===== src/rtl/cordic_job_dispatcher.sv =====
// rtl/cordic_job_dispatcher.sv - operand FIFO, single-job issue FSM with timeout, result FIFO
module cordic_job_dispatcher #(
  parameter int DEPTH   = 8,
  parameter int TIMEOUT = 64
) (
  input  logic                         clk,
  input  logic                         reset,
  input  logic                         clk_en,
  input  logic                         in_valid,
  output logic                         in_ready,
  input  logic [31:0]                  in_data,
  output logic                         acc_start,
  output logic [31:0]                  acc_x,
  input  logic                         acc_done,
  input  logic [31:0]                  acc_y,
  output logic                         out_valid,
  input  logic                         out_ready,
  output logic [31:0]                  out_data,
  output logic [$clog2(DEPTH+1)-1:0]   in_level,
  output logic                         busy,
  output logic                         err
);

  localparam int AW = $clog2(DEPTH);
  localparam int PW = AW + 1;
  localparam int LW = $clog2(DEPTH + 1);
  localparam int CW = $clog2(TIMEOUT);
  localparam logic [31:0] QNAN = 32'h7FC0_0000;

  typedef enum logic [1:0] {S_IDLE, S_ISSUE, S_WAIT, S_STORE} state_t;

  state_t        state, state_nx;
  logic [31:0]   in_mem  [DEPTH];
  logic [31:0]   out_mem [DEPTH];
  logic [PW-1:0] in_wr, in_rd, out_wr, out_rd;
  logic [CW-1:0] cnt;
  logic [31:0]   result;
  logic          in_empty, in_full, out_full;
  logic          push, pop, issue_go, store, expired;

  // Pointer-MSB decoding keeps full/empty correct across any number of wraps.
  assign in_empty  = (in_wr == in_rd);
  assign in_full   = (in_wr[AW] != in_rd[AW]) && (in_wr[AW-1:0] == in_rd[AW-1:0]);
  assign out_valid = (out_wr != out_rd);
  assign out_full  = (out_wr[AW] != out_rd[AW]) && (out_wr[AW-1:0] == out_rd[AW-1:0]);
  assign in_ready  = !in_full;
  assign in_level  = LW'(in_wr - in_rd);
  assign out_data  = out_mem[out_rd[AW-1:0]];
  assign busy      = (state != S_IDLE);

  assign push     = in_valid && !in_full;
  assign pop      = out_valid && out_ready;
  // Out-FIFO space is reserved here, so a stalled consumer can never cost a result.
  assign issue_go = (state == S_IDLE) && !in_empty && !out_full;
  assign store    = (state == S_STORE);
  assign expired  = (cnt == CW'(TIMEOUT - 1));

  // State register, frozen while clk_en is low.
  always_ff @(posedge clk or posedge reset) begin
    if (reset)       state <= S_IDLE;
    else if (clk_en) state <= state_nx;
  end

  // Next-state decode and the single-cycle start pulse.
  always_comb begin
    state_nx  = state;
    acc_start = 1'b0;
    case (state)
      S_IDLE:  if (issue_go) state_nx = S_ISSUE;
      S_ISSUE: begin
        acc_start = clk_en;
        state_nx  = S_WAIT;
      end
      S_WAIT:  if (acc_done || expired) state_nx = S_STORE;
      S_STORE: state_nx = S_IDLE;
      default: state_nx = S_IDLE;
    endcase
  end

  // Input FIFO pointers: host push and FSM pop may coincide.
  always_ff @(posedge clk or posedge reset) begin
    if (reset) begin
      in_wr <= '0;
      in_rd <= '0;
    end else if (clk_en) begin
      if (push)     in_wr <= in_wr + 1'b1;
      if (issue_go) in_rd <= in_rd + 1'b1;
    end
  end

  // FIFO storage needs no reset; occupancy is tracked by the pointers.
  always_ff @(posedge clk) begin
    if (clk_en) begin
      if (push)  in_mem[in_wr[AW-1:0]]   <= in_data;
      if (store) out_mem[out_wr[AW-1:0]] <= result;
    end
  end

  // Operand register: loaded from the FIFO head when a job leaves IDLE.
  always_ff @(posedge clk or posedge reset) begin
    if (reset)                    acc_x <= '0;
    else if (clk_en && issue_go)  acc_x <= in_mem[in_rd[AW-1:0]];
  end

  // Timeout counter, result capture and sticky error; done wins over timeout.
  always_ff @(posedge clk or posedge reset) begin
    if (reset) begin
      cnt    <= '0;
      result <= '0;
      err    <= 1'b0;
    end else if (clk_en) begin
      if (state == S_ISSUE) begin
        cnt <= '0;
      end else if (state == S_WAIT) begin
        if (acc_done) begin
          result <= acc_y;
        end else if (expired) begin
          result <= QNAN;
          err    <= 1'b1;
        end else begin
          cnt <= cnt + 1'b1;
        end
      end
    end
  end

  // Output FIFO pointers: STORE writes, consumer pops.
  always_ff @(posedge clk or posedge reset) begin
    if (reset) begin
      out_wr <= '0;
      out_rd <= '0;
    end else if (clk_en) begin
      if (store) out_wr <= out_wr + 1'b1;
      if (pop)   out_rd <= out_rd + 1'b1;
    end
  end

endmodule


===== config.mk =====
export PLATFORM = sky130hd
export DESIGN_NAME = cordic_job_dispatcher
export DESIGN_NICKNAME = d
export VERILOG_FILES = /design/src/rtl/cordic_job_dispatcher.sv
export SDC_FILE = /design/constraint.sdc
export NUM_CORES = 1
export LEC_CHECK = 0
export ABC_AREA = 1
export BUFFER_PORTS_ARGS = -buffer_cell sky130_fd_sc_hd__buf_4
export CAP_MARGIN = 20
export CORE_MARGIN = 2
export CORE_UTILIZATION = 50
export DETAILED_ROUTE_END_ITERATION = 8
export PLACE_DENSITY = 0.68
export SETUP_SLACK_MARGIN = 0.02
export SLEW_MARGIN = 20
export SYNTH_ARGS = -nofsm -noshare
export SYNTH_HDL_FRONTEND = slang
export SYNTH_SLANG_ARGS = --single-unit
export TNS_END_PERCENT = 30

===== constraint.sdc =====
create_clock -name clk -period 4.99 [get_ports clk]
set_clock_uncertainty 0.1 [all_clocks]
set_input_delay 0.499 -clock clk [delete_from_list [all_inputs] [get_ports clk]]
set_output_delay 0.499 -clock clk [all_outputs]
set_load 0.01 [all_outputs]

**Word level (Yosys, flattened, before mapping)**

Memories as Yosys holds them, arrays and structs flattened. A register that Yosys moved wholly into a read port is not among the register bits.
Index checks and enable logic that the tools add are counted.
W data, S select, Z words.

- Mux-type cells: 16
- Divide/modulo/power cells: 0
- Shift operators: 0
- Bitwise logic cells: 2
- Equality and inequality tests: 14
- Add/sub/neg operators: 6
- Reduce and logical (&&, ||, !) cells: 23
- Multiply operators: 0
- Magnitude comparators: 0

Operator list:

| cell | number |
|---|---|
| $mux W32 | 2 |
| $mux W6 | 4 |
| $add A4 B1 Y4 const B | 4 |
| $pmux W2 S4 | 1 |
| $reduce_and A2 Y1 | 4 |
| $reduce_and A4 Y1 | 2 |
| $logic_and A1 B1 Y1 | 7 |
| $mux W1 | 7 |
| $add A6 B1 Y6 const B | 1 |
| $eq A3 B3 Y1 | 2 |
| $eq A6 B6 Y1 const B | 1 |
| $reduce_bool A2 Y1 | 3 |
| $reduce_and A5 Y1 | 1 |
| $eq A2 B2 Y1 const B | 2 |
| $eq A4 B4 Y1 | 1 |
| $mux W2 | 2 |
| $ne A2 B1 Y1 const B | 2 |
| $ne A2 B2 Y1 const B | 2 |
| $ne A4 B4 Y1 | 1 |
| $sub A4 B4 Y4 | 1 |
| $logic_not A1 Y1 | 3 |
| $reduce_and A3 Y1 | 1 |
| $eq A2 B1 Y1 const B | 1 |
| $logic_not A2 Y1 | 1 |
| 3 further kinds | 5 |

- Output and inout port bits: 73
- Latch bits: 0
- Memories kept: 2
- Register bits after elaboration: 57
- Bits in writable memories: 512
- Memory bits (read-only): 0

Memory list:

| memory | words | width | rd ports | clocked after Yosys merged registers in | wr ports | RTL line | RTL |
|---|---|---|---|---|---|---|---|
| in_mem | 8 | 32 | 1 | 1 | 1 | 33 | `logic [31:0] in_mem [DEPTH];` |
| out_mem | 8 | 32 | 1 | 0 | 1 | 34 | `logic [31:0] out_mem [DEPTH];` |

**Logic depth before layout (Yosys ltp)**

Gate-level depths: netlist (run 1).

- Depth after elaboration: 7
- Gate-level depth with buffers: 12
- Depth with buffers taken out: 10

**Worst setup path before layout (run 1)**

OpenSTA, ideal clock, no wires.

- Path type: register to register
- From: reg in_rd[2]
- To: mem in_mem[6][0] (enable)
- Stages on the path, launching flop included: 12
- Arrival time: 3915 ps
- Path slack: 514 ps
- Buffers on the path: 2
- Data required time: 4429 ps
- Cells stage by stage: dfrtp_1 > buf_2 > inv_2 > clkbuf_1 > ha_1 > nand2_1 > nor2_1 > inv_2 > nor2_1 > nor2_2 > nand2_1 > nor3_1

- Cells in the longest elaborated chain, start to end: 7

Ends and longest elaborated chain:

| what | RTL line | RTL |
|---|---|---|
| start: declaration | 35 | `logic [PW-1:0] in_wr, in_rd, out_wr, out_rd;` |
| start signal: assignment | 87 | `if (issue_go) in_rd <= in_rd + 1'b1;` |
| $eq A3 B3 Y1 | 43 | `assign in_full = (in_wr[AW] != in_rd[AW]) && (in_wr[AW-1:0] == in_rd[AW-1:0]);` |
| $logic_and A1 B1 Y1 | 43 |  |
| $logic_not A1 Y1 | 51 | `assign push = in_valid && !in_full;` |
| $logic_and A1 B1 Y1 | 51 |  |
| $mux W1 | 94 | `if (push) in_mem[in_wr[AW-1:0]] <= in_data;` |
| $mux W1 | 93 | `if (clk_en) begin` |
| $mux W1 (not written as such) | 94 |  |
| end: declaration | 33 |  |

No other way between the ends.

**Worst setup path in the final report (run 1)**

- From: reg out_rd[0]
- To: out out_data[22]

- Cells in the longest elaborated chain, start to end: 1

Ends and longest elaborated chain:

| what | RTL line | RTL |
|---|---|---|
| start: declaration | 35 |  |
| start signal: assignment | 134 | `if (pop) out_rd <= out_rd + 1'b1;` |
| $mem_v2 Z8 W32 | - |  |
| end: declaration | 18 | `output logic [31:0] out_data,` |

No other way between the ends.

==> results of run 1 <==
==> path summary, 6_finish.rpt <==
kind / from / endpoint / slack (ps) / cells past startpoint
worst min-delay path: acc_y[24] / result[24] / 30 / 3
worst max register to register: in_rd[2] / in_mem[2][30] / 1290 / 9
worst max-delay path: out_rd[0] / out_data[22] / 770 / 7
max in group asynchronous: reset / acc_x[5] / 3260 / 4
min in group asynchronous: reset / acc_x[15] / 490 / 3
worst min register to register: in_wr[3] / in_wr[3] / 390 / 1
==> flip-flops by register name (all words and copies together), names as in the netlist <==
| signal | cells |
|---|---|
| out_rd | 4 |
| in_wr | 4 |
| err | 1 |
| state | 2 |
| in_mem | 256 |
| in_rd | 4 |
| out_mem | 256 |
| cnt | 6 |
| result | 32 |
| out_wr | 4 |
| acc_x | 32 |
==> cell usage after synthesis (all sizes together) <==
library cell and instances:
nand4 3, a22o 23, a31oi 32, ha 12, dfrtp 89, xor2 9, clkbuf 54, a31o 1
a21oi 34, or2 3, fa 1, nor3 1, inv 69, o31ai 1, nand2 192, nand3 97
buf 55, o21ai 261, o22ai 32, o211ai 22, edfxtp 512, nor2 366, xnor2 5
==> layout make-up <==
type                    instances  area [µm²]  area share [%]
repair buffers                218        1780            6.41
well taps                     607         759            2.74
flip-flops and latches        601       17600            63.4
clock inverters                35         495            1.78
multi-input cells            1095        5320            19.2
inverters                      69         263           0.946
clock buffers                  75        1540            5.53
==> cell families after synthesis <==
| kind of cell | share of synthesized area (%) |
|---|---|
| compound gates | 9.60 |
| buf+inv | 3.29 |
| simple gates | 11.2 |
| flops | 74.7 |
| fa+ha+maj | 0.722 |
| xor+xnor | 0.552 |
==> routing by layer <==
layer	part of all wire (%)	wire length, µm
met5	0	0
met4	2.1	1100
met3	7.0	3710
met2	48	25600
met1	43	22500
==> repair_timing <==
| action | 4_1_cts | 5_1_grt |
|---|---|---|
| gates resized for setup | 0 | 0 |
| hold buffers | 52 | 0 |
| hold endpoints to repair | 204 | 0 |
==> worst max-delay path, delay by kind of cell, from the launching register on <==
kind	cells	cell delay, ps
AO/OA/AOI/OAI	3	340
flip-flops	1	830
buffers and inverters	3	1670
AND/OR/NAND/NOR	1	100
==> where the power goes <==
| part | internal (mW) | switching (mW) | total (mW) |
|---|---|---|---|
| clock network | 2.71 | 1.88 | 4.59 |
| logic | 1.76 | 3.15 | 4.91 |
| registers | 6.33 | 0.623 | 6.95 |
| total | 10.8 | 5.65 | 16.5 |
==> layout by cell type, fill, tap and decap left out, types with 10 or more instances in the layout <==
master         synthesis  routed
edfxtp_1             512     512
nor2_1               365     349
nand2_1              192     192
buf_4                  3     165
o21ai_0              149     149
o21ai_1              112     111
nand3_1               96      96
dfrtp_1               89      86
clkbuf_16              0      58
inv_1                 55      54
dlygate4sd3_1          0      52
a21oi_1               33      33
o22ai_1               32      32
a31oi_1               32      32
a22o_1                23      23
o211ai_1              22      22
nor2_4                 0      15
clkbuf_1              54      15
clkinv_2               0      14
inv_2                 14      13
ha_1                  12      12
bufinv_16              0      10
==> per-stage QoR <==
stage / hold slack (ps) / utilization (%) / instances / cell area (µm²) / worst slack, ps
floorplan: 363 / - / 1874 / 23600 / 514
global placement: 375 / 54.1 / 2538 / 25200 / 1430
detailed placement: 379 / 54.1 / 2538 / 25200 / 1300
CTS: 0.0126 / 59.6 / 2700 / 27800 / 737
global route: 12.6 / 59.6 / 2700 / 27800 / 437
finish: 27.9 / 59.6 / 2700 / 27800 / 774
==> flow_summary_export.csv, run 1 <==
group,metric,value,unit
logic_synthesis,avgSynthCellArea,12.6,µm²
die,core,46600,µm²
critical_path,slowest_delay,950,ps
logic_synthesis,synth_top_cells_by_area,"edfxtp_1 (65%), dfrtp_1 (9.4%), nor2_1 (5.8%)",
placement,port_buffers,142,
power_and_ir_drop,vdd_drop_max,0.418,mV
global_routing,grt_pass1_vias,14300,
critical_path,critPathLaunchType,"flop",
timing,rsz0062_at_grt,"no",
die,die_w,221,µm
clock_network,h-tree-depth,2,
timing,clock.fmax,237,MHz
layout,nFillCells,3539,
clock_network,clock-root-buffer,"clkbuf_16",
clock_network,clk_pin_slew,60,ps
logic_synthesis,yosysWarningCount,0,
die,dieHeight,221,µm
clock_network,ctsLongestPathBuffers,3,
timing,drv_slew,0,
global_routing,grt_util_met1,30.2,%
clock_network,numCtsBuffers,58,
layout,fin_nets,2126,
logic_synthesis,syn_nets,1957,
power_and_ir_drop,power.density,593,nW/µm²
global_routing,grt_busiest_layer,"met2",
logic_synthesis,yosys.area.top_type_share,65.2,%
critical_path,crit_fanout,76,
die,rows,79,
layout,n_antenna_cell,0,
power_and_ir_drop,leakage,10.1,nW
placement,place_congestion,0.808,
critical_path,required,4390,ps
clock_network,postCtsSetupBuffers,0,
global_routing,use_met2,35.1,%
global_routing,track_usage,21.5,%
route,drtIter0Drc,1606,
route,drc,0,
global_routing,grt_use_met3,3.53,%
placement,dp_hpwl,30200,µm
critical_path,arrival,3620,ps
timing,period_needed,4220,ps
route,dr.pass1.iters,7,
die,ioPinCount,143,
layout,syn2layout_area_growth,17.8,%
timing,timing.setup.tns,0,ps
die,start_util,50.6,%
layout,drive_gt1_share,14.3,%
global_routing,grt_max_degree,96,
critical_path,end_kind,"output port",
logic_synthesis,yosysUniqueCellTypes,32,
route,via_per_inst,5.50,
timing,finalHoldViolations,0,
route,wire_per_inst,19.6,µm
route,routed_wl,53000,µm
global_routing,grt_overflow,0,
route,antenna_left,0,
clock_network,cts_tree,"done",
logic_synthesis,netlist.top_cell.by_area,"edfxtp_1",
logic_synthesis,yosysSeqAreaShare,74.7,%
critical_path,cp_cell_sequence,"clkinv_2 > buf_12 > o21ai_0 > o22ai_1 > nor2_1 > a31oi_1 > buf_4",
clock_network,numClockSinks,601,
critical_path,critical_path.slowest_cell,"clkinv_2",
timing,period_share,84.5,%
global_routing,grt_pass1_wl,82000,µm
run,maxCapViolCount,0,
hold_path,hold_class,"in -> reg",
logic_synthesis,netlist_instances,1874,
timing,setup_viol,0,
route,num_vias,14900,
global_routing,antenna_found_initial,0,
logic_synthesis,synth_seq_cells,601,
die,die_area,48900,µm²
timing,worst_pin_slew,1060,ps
outcome,outcome,"completed",
power_and_ir_drop,finalPower,16.5,mW
timing,slew_headroom,29.0,%
critical_path,critical_path_class,"reg -> out",
logic_synthesis,syn-cell-area,23600,µm²
clock_network,clk-insertion-delay-late,640,ps
(Power assumes the default switching activity.)
==> run 2: changes to the inputs <==
==> constraint.sdc (replaced) <==
create_clock -name clk -period 4.35 [get_ports clk]
set_clock_uncertainty 0.1 [all_clocks]
set_input_delay 0.435 -clock clk [delete_from_list [all_inputs] [get_ports clk]]
set_output_delay 0.435 -clock clk [all_outputs]
set_load 0.01 [all_outputs]
==> flow_summary_export.csv, run 2 (synthesis results as in run 1) <==
group,metric,value,unit
outcome,outcome,"completed",
power_and_ir_drop,p_sw,6.43,mW
power_and_ir_drop,intPower,12.3,mW
global_routing,grt_overflow,0,
timing,worst_pin_slew,1030,ps
critical_path,rr_worst_depth,10,
power_and_ir_drop,p_comb_share,30.8,%
critical_path,critical_path.top_delay_family,"buffers and inverters",
timing,setup_viol,0,
route,antenna_left,0,
route,routed_wl,53600,µm
critical_path,arrival,2880,ps
critical_path,critical_path.slowest_cell,"clkinv_2",
clock_network,numCtsBuffers,58,
hold_path,min_path_cells,3,
layout,regArea,17600,µm²
layout,nFillCells,3586,
power_and_ir_drop,power.density,672,nW/µm²
run,maxCapViolCount,0,
clock_network,clk_pin_slew,60,ps
route,wire_per_inst,19.7,µm
die,core,46600,µm²
timing,period_needed,3410,ps
hold_path,hold_class,"in -> reg",
placement,dp_hpwl,29700,µm
critical_path,cpMostUsedCell,"nor2_1",
layout,syn2layout_area_growth,18.6,%
clock_network,clock-root-buffer,"clkbuf_16",
critical_path,r2r_slack,1150,ps
critical_path,slowest_delay,620,ps
power_and_ir_drop,vdd_drop_max,0.546,mV
layout,drive_gt1_share,14.7,%
global_routing,track_usage,21.8,%
critical_path,cp_cell_sequence,"clkinv_2 > buf_12 > nor2_1 > o22ai_1 > nor2_1 > a31oi_1 > buf_4",
power_and_ir_drop,switching_share,34.3,%
critical_path,reg2reg_to,"in_mem[3][30]",
critical_path,critPathBufInv,3,
hold_path,worst_hold_path.endpoint,"result[23]",
clock_network,numClockSinks,601,
power_and_ir_drop,leakage,10.2,nW
route,drc,0,
die,rows,79,
timing,slew_headroom,31.1,%
critical_path,end_kind,"output port",
layout,fin_nets,2149,
die,dieHeight,221,µm
global_routing,grt_max_degree,78,
clock_network,ctsResizeCount,0,
timing,clock.fmax,293,MHz
route,num_vias,14900,
hold_path,hold_start,"acc_y[23]",
timing,finalHoldViolations,0,
timing,drv_slew,0,
die,start_util,50.6,%
timing,timing.setup.tns,0,ps
placement,port_buffers,142,
layout,multi_input_area,5330,µm²
layout,mostFrequentLayoutCell,"edfxtp_1",
clock_network,h-tree-depth,2,
clock_network,ctsLongestPathBuffers,3,
timing,rsz0062_at_grt,"no",
route,dr.pass1.iters,7,
global_routing,grt_pass1_vias,14900,
power_and_ir_drop,finalPower,18.8,mW
timing,period_share,78.4,%
critical_path,crit_fanout,67,
critical_path,r2r-start,"in_rd[2]",
power_and_ir_drop,power_frac_seq,41.8,%
die,die_area,48900,µm²
clock_network,cts_tree,"done",
die,die_w,221,µm
critical_path,critPathLaunchType,"flop",
clock_network,clk-insertion-delay-late,610,ps
power_and_ir_drop,clkPwrFrac,27.4,%
die,ioPinCount,143,
critical_path,required,3820,ps
global_routing,antenna_found_initial,2,
route,drtIter0Drc,1258,
critical_path,critical_path_class,"reg -> out",
layout,final_cell_mix,"edfxtp_1 (512), nor2_1 (349), nand2_1 (192), buf_4 (175), o21ai_0 (149)",
route,via_per_inst,5.48,
global_routing,grt_pass1_wl,83400,µm
placement,place_congestion,0.776,
==> run 2: cell count changes in the layout (fill, tap and decap cells not counted), moves of 2 or more <==
cell           delta
buf_4            +10
bufinv_16         -2
clkbuf_1          -2
clkbuf_8          +3
clkinv_1          +3
clkinv_16         -2
clkinv_2          -4
clkinv_4          +2
dlygate4sd3_1    +11
==> run 2: per-layer routing <==
metal,up-vias,global-route usage [%],part of all wire [%]
li1,7075,-,-
met1,7329,28.5,42
met2,438,37.4,50
met3,77,3.82,5.9
met4,2,6.67,2.2
met5,-,0,0.024
==> run 2: worst reg2reg max path, cell delays in order (launching register included) <==
cell,delay (ps)
dfrtp_1,770
inv_2,80
ha_1,340
nand2_1,100
nor2_1,70
inv_2,50
nor2_1,50
nor2_2,210
nand2_1,260
nor2_4,410
buf_4,420
==> run 2: worst max path at each step <==
| stage | from | to | cells past startpoint |
|---|---|---|---|
| after floorplan | in_rd[2] | in_mem[0][0] | 11 |
| after global placement | in_rd[2] | in_mem[3][1] | 10 |
| after detailed placement | in_rd[2] | in_mem[3][5] | 10 |
| after CTS | out_rd[0] | out_data[1] | 7 |
| after global routing | out_rd[0] | out_data[1] | 7 |
| final | out_rd[0] | out_data[16] | 7 |
==> run 2: layout make-up <==
class	instances	share of cell area, %
sequential	601	63.0
multi-input combinational	1095	19.1
inverter	69	0.940
clock inverter	34	1.42
timing repair buffer	241	7.20
clock buffer	76	5.61
tap	607	2.72
antenna	1	0.00895
==> run 2: timing repair <==
item / in CTS / in global routing
buffers inserted: 0 / 0
hold buffers: 63 / 0
hold endpoints to repair: 291 / 0
==> run 2: power by group through the flow <==
stage	registers, mW	clock network [mW]	logic (mW)
finish	7.85	5.14	5.78
global route	7.94	5.45	6.44
CTS	7.84	5.21	5.84
detailed placement	7.95	0	5.76
global placement	7.91	0	5.64
floorplan	7.82	0	3.67
==> run 2: through the flow <==
stage / util [%] / cell area (µm²) / worst slack (ps) / hold slack, ps / std cells
2_1_floorplan: - / 23600 / 745 / 363 / 1874
3_3_place_gp: 54.4 / 25300 / 1240 / 373 / 2549
3_5_place_dp: 54.4 / 25300 / 1140 / 382 / 2549
4_1_cts: 60.0 / 27900 / 882 / 6.62 / 2722
5_1_grt: 60.0 / 27900 / 708 / 25.0 / 2723
6_report: 60.0 / 27900 / 938 / 23.6 / 2724
